File: src/rtl/funcdowncounter.sv
// funcdowncounter: loadable down-counter with a registered terminal-count pulse.
//
// A load starts the counter from loadval and captures loadval as the reload value.
// While running, funcin=0 decrements the count and funcin=1 holds it. When the count
// reaches its terminal step (1 -> next), tcout pulses for one cycle. The count then
// either stops at zero or restarts from the reload value, depending on reloadin.
//
// Ports:
//   clockin   in   1      rising-edge clock
//   resetin   in   1      synchronous, active-high reset (highest priority)
//   loadin    in   1      load strobe; loadval is sampled on this edge
//   loadval   in   WIDTH  start/reload value
//   funcin    in   1      1 = hold, 0 = count down
//   reloadin  in   1      1 = auto-reload at terminal count, 0 = stop at zero
//   qout      out  WIDTH  current count (registered)
//   zeroout   out  1      qout == 0
//   tcout     out  1      terminal-count pulse (registered, one cycle wide)
//   busyout   out  1      high while in the RUN state
module funcdowncounter #(
  parameter int unsigned WIDTH = 4
) (
  input  logic             clockin,
  input  logic             resetin,
  input  logic             loadin,
  input  logic [WIDTH-1:0] loadval,
  input  logic             funcin,
  input  logic             reloadin,
  output logic [WIDTH-1:0] qout,
  output logic             zeroout,
  output logic             tcout,
  output logic             busyout
);

  localparam logic [WIDTH-1:0] CountZero = '0;
  localparam logic [WIDTH-1:0] CountOne  = WIDTH'(1);

  typedef enum logic {
    StIdle,
    StRun
  } state_e;

  state_e           state_q, state_d;
  logic [WIDTH-1:0] count_q, count_d;
  logic [WIDTH-1:0] reload_q, reload_d;
  logic             tc_q, tc_d;

  // The count only moves while running; 0 and 1 both end the run.
  // A zero count in RUN cannot be reached, but is treated as terminal so the
  // counter can never decrement past zero.
  logic terminal;
  assign terminal = (count_q == CountOne) || (count_q == CountZero);

  // State register
  always_ff @(posedge clockin) begin
    if (resetin) begin
      state_q  <= StIdle;
      count_q  <= CountZero;
      reload_q <= CountZero;
      tc_q     <= 1'b0;
    end else begin
      state_q  <= state_d;
      count_q  <= count_d;
      reload_q <= reload_d;
      tc_q     <= tc_d;
    end
  end

  // Next-state logic
  always_comb begin
    state_d  = state_q;
    count_d  = count_q;
    reload_d = reload_q;
    tc_d     = 1'b0;

    if (loadin) begin
      // Load wins over a coincident terminal edge, so no pulse is produced.
      count_d  = loadval;
      reload_d = loadval;
      state_d  = (loadval != CountZero) ? StRun : StIdle;
    end else begin
      unique case (state_q)
        StIdle: begin
          count_d = CountZero;
        end
        StRun: begin
          if (!funcin) begin
            if (terminal) begin
              tc_d = (count_q == CountOne);
              if (reloadin) begin
                count_d = reload_q;
                state_d = StRun;
              end else begin
                count_d = CountZero;
                state_d = StIdle;
              end
            end else begin
              count_d = count_q - CountOne;
            end
          end
        end
        default: begin
          state_d = StIdle;
          count_d = CountZero;
        end
      endcase
    end
  end

  // Output logic
  always_comb begin
    qout    = count_q;
    zeroout = (count_q == CountZero);
    tcout   = tc_q;
    busyout = (state_q == StRun);
  end

endmodule

File: config.mk
export PLATFORM = sky130hd
export DESIGN_NAME = funcdowncounter
export DESIGN_NICKNAME = d
export VERILOG_FILES = /design/src/rtl/funcdowncounter.sv
export SDC_FILE = /design/constraint.sdc
export NUM_CORES = 1
export LEC_CHECK = 0
export CAP_MARGIN = 25
export CORE_UTILIZATION = 27
export CTS_BUF_LIST = sky130_fd_sc_hd__clkbuf_8 sky130_fd_sc_hd__clkbuf_16
export DETAILED_ROUTE_END_ITERATION = 7
export GPL_ROUTABILITY_DRIVEN = 0
export GPL_TIMING_DRIVEN = 0
export PLACE_DENSITY_LB_ADDON = 0.25
export SETUP_SLACK_MARGIN = 0.3
export SYNTH_ARGS = -nofsm -noshare
export SYNTH_HDL_FRONTEND = slang
export SYNTH_SLANG_ARGS = --single-unit
File: constraint.sdc
create_clock -name clockin -period 2.3 [get_ports clockin]
set_input_delay 0.46 -clock clockin [delete_from_list [all_inputs] [get_ports clockin]]
set_output_delay 0.46 -clock clockin [all_outputs]
set_load 0.01 [all_outputs]
==> metrics.txt <==
status=finished, final reports clean; post-layout min period=approximately 1.8 ns; TritonCTS clock tree=yes; Syn Nets=a little under 80; Logic pwr share=between 20% and 30%; Crit Path Class=flip-flop to output pin; fin area=just over 800 um2; setup_tns=0 ns; WL per Instance=between 10 and 15 um; asr flop ratio synth=0%; MaxCap Viol Count=0; DRC=0; Root Driver=clkbuf_8; Syn Area/Cell=9.043 um2; Hold Vio Cnt, Final=0; initial antenna violation count=0; via count=560; post-layout util=between 40% and 50%; Critical Path End Type=output pin; die area=2402 um2; number of diodes=0; placement-stage cell area=between 700 and 800 um2; Worst path depth=4; YS warnings=0; final WL=around 1.4 mm; Post-Syn Instances=66; layout net count=97; H-tree levels=1; total CTS buffers=3; Longest Clk Path Bufs=2; antenna-violating nets left=0; Worst path top cell family by delay=flip-flops; Ports=16; Reg2Reg Depth=5; pins over their slew limit=0; worst r2r src=qout[1]$_SDFFE_PP0P_; slowest stage delay, CP=~0.36 ns; GR Util All Layers=between 10% and 20%; largest net degree at the start of global routing=11; VDD IR-drop max=~0.33 mV; layout cells sized above 1=around an eighth; chip width=49.02 um; area grow syn2layout=36.90%; vias in the first global route=527; CP Max Fanout=5; clock sink count=10; Final Total Pwr=0.0004803 W; P per Cell Area=around 590 nW/um2; chip height=approximately 49 um; first-pass GRT wire length=between 2 and 2.5 mm; worst-margin pin slew=~0.45 ns; final setup fails=0; Rows=16; Initial Util=29.52%; WHS=0.4869 ns; Seq/Total Area, Yosys=33.54%; Clk pin slew, worst setup/hold paths=about 0.05 ns; worst path arrival time=roughly 1.3 ns; part of the power in registers=40.4%; RSZ-0062 raised after global routing=no; Worst Path Buf+Inv=2; FF-to-FF setup slack=slightly below 0.9 ns; clock share of power=around 38%; CP cell instances=inv_1, ha_2, and2_1, dlygate4sd2_1; Setup crit end=zeroout; Synth area leaders=dfxtp_1, mux2i_1, ha_1; postcts setup bufs=0; Rel. slew slack=approximately 70%; Yosys top cell area share=between 30% and 40%; PortBufs=14; reg2reg end=qout[2]$_SDFFE_PP0P_; Sw Ratio=between 20% and 30%; insertion delay to the later sink of the worst-skew pair=0.23 ns; CP max-delay cell=dfxtp_2; FILL cells=212; Vias/cell=5.091; CP Launch Type=flip-flop; detailed-router iteration count before antenna repair=4; DRT iter0 DRCs=4; Max Fclk=between 500 and 600 MHz; post-DP HPWL=~1.0 mm; net switching power=0.0001287 W; gr ovfl total=0; crit share post-route=roughly three quarters; CP startpoint=qout[0]$_SDFFE_PP0P_; post-synth top area cell=dfxtp_1; Clock Skew=approximately 0.0027 ns; Main synth FF type=dfxtp_1; core area=around 2000 um2; Worst Path Required=between 1.5 and 2 ns; Post-synth EDFFs=0; Post-Syn Area=~600 um2; Synth cell types=29; #FFs+latches synth=10; worst hold-check path type=flip-flop to flip-flop; leakage power=around 0.32 nW; Int Pwr=0.0003516 W
## cells in the final DEF (no fill, tap or decap), types with 2 or more instances in the layout
master / netlist / final
nand4_1: 2 / 2
clkdlybuf4s50_1: 0 / 13
dfxtp_1: 10 / 9
nand3_1: 2 / 2
inv_1: 3 / 3
a22oi_1: 2 / 2
nor2_1: 9 / 8
clkbuf_8: 0 / 3
mux2i_1: 5 / 5
a21oi_1: 5 / 5
ha_1: 3 / 2
and4b_1: 2 / 2
a311oi_1: 4 / 4
o211ai_1: 2 / 2
## metrics by stage
| step | instances | setup slack, ns |
|---|---|---|
| after floorplan | 66 | 0.9273 |
| after global placement | 107 | 0.4305 |
| after detailed placement | 107 | 0.4633 |
| after CTS | 110 | 0.5239 |
| after global routing | 110 | 0.4438 |
| final | 110 | 0.5344 |
## worst min-delay path by stage
stage	to	slack (ns)	cells past startpoint	start
after floorplan	reload_q[1]$_SDFFE_PP0P_	0.45	2	reload_q[1]$_SDFFE_PP0P_
after detailed placement	reload_q[0]$_SDFFE_PP0P_	0.48	2	reload_q[0]$_SDFFE_PP0P_
after global placement	reload_q[0]$_SDFFE_PP0P_	0.48	2	reload_q[0]$_SDFFE_PP0P_
after CTS	reload_q[0]$_SDFFE_PP0P_	0.49	2	reload_q[0]$_SDFFE_PP0P_
after global routing	reload_q[2]$_SDFFE_PP0P_	0.52	2	reload_q[2]$_SDFFE_PP0P_
final	reload_q[0]$_SDFFE_PP0P_	0.49	2	reload_q[0]$_SDFFE_PP0P_
## synth_stat cells (2+ instances only)
library cell  instances
nand3_1               2
a21oi_1               5
a22oi_1               2
ha_1                  3
inv_1                 3
and4b_1               2
mux2i_1               5
o211ai_1              2
dfxtp_1              10
a311oi_1              4
nor2_1                9
nand4_1               2
## cell families (layout without fill, tap and decap cells)
family / Yosys count / after routing / synth area share [%]
buffers and inverters: 5 / 22 / 3.773
AO/OA/AOI/OAI: 16 / 16 / 20.12
multiplexers: 5 / 5 / 8.386
AND/OR/NAND/NOR: 26 / 26 / 26.42
flip-flops: 10 / 10 / 33.54
adder cells (fa/ha/maj): 3 / 3 / 6.290
XOR/XNOR: 1 / 1 / 1.468
## area by class of cell
class                           count  area [um2]  share of cell area, %
Timing Repair Buffer               14       138.9                  17.00
Buffer                              2       11.26                  1.378
Multi-Input combinational cell     51       379.1                  46.40
Sequential cell                    10       201.4                  24.66
Tap cell                           27       33.78                  4.135
Inverter                            3       11.26                  1.378
Clock buffer                        3       41.29                  5.054
## state kept, by name, summed over array words and instances, names as in the netlist
name	cells
busyout	1
qout	4
reload_q	4
tcout	1
## worst register-to-register path: stages (launching register included)
cell      delay, ns
dfxtp_1        0.37
inv_1          0.10
ha_1           0.23
nor2_1         0.26
o21ai_0        0.12
a311oi_1       0.27
## power groups by stage
stage               Sequential [W]  Combinational, W  Clock, W
CTS                       0.000194          0.000106  0.000186
detailed placement        0.000196          0.000107         0
finish                    0.000194          0.000106  0.000180
global placement          0.000197          0.000107         0
floorplan                 0.000197         0.0000581         0
global route              0.000196          0.000117  0.000192
## what timing repair did
action | in CTS | in global routing
gates resized for setup | 4 | 0
endpoints found under the hold margin | 0 | 0
hold buffers | 0 | 0
endpoints found under the setup margin | 1 | 0
## routing by layer
layer | global-route usage (%) | wire length, um | vias to the layer above
met2 | 18.52 | 575 | 17
met5 | 0 | 0 | -
met4 | 5.882 | 19 | 0
met1 | 19.20 | 723 | 256
li1 | - | - | 284
met3 | 3.427 | 69 | 3
Note: power is estimated with default switching activity, not from simulation.
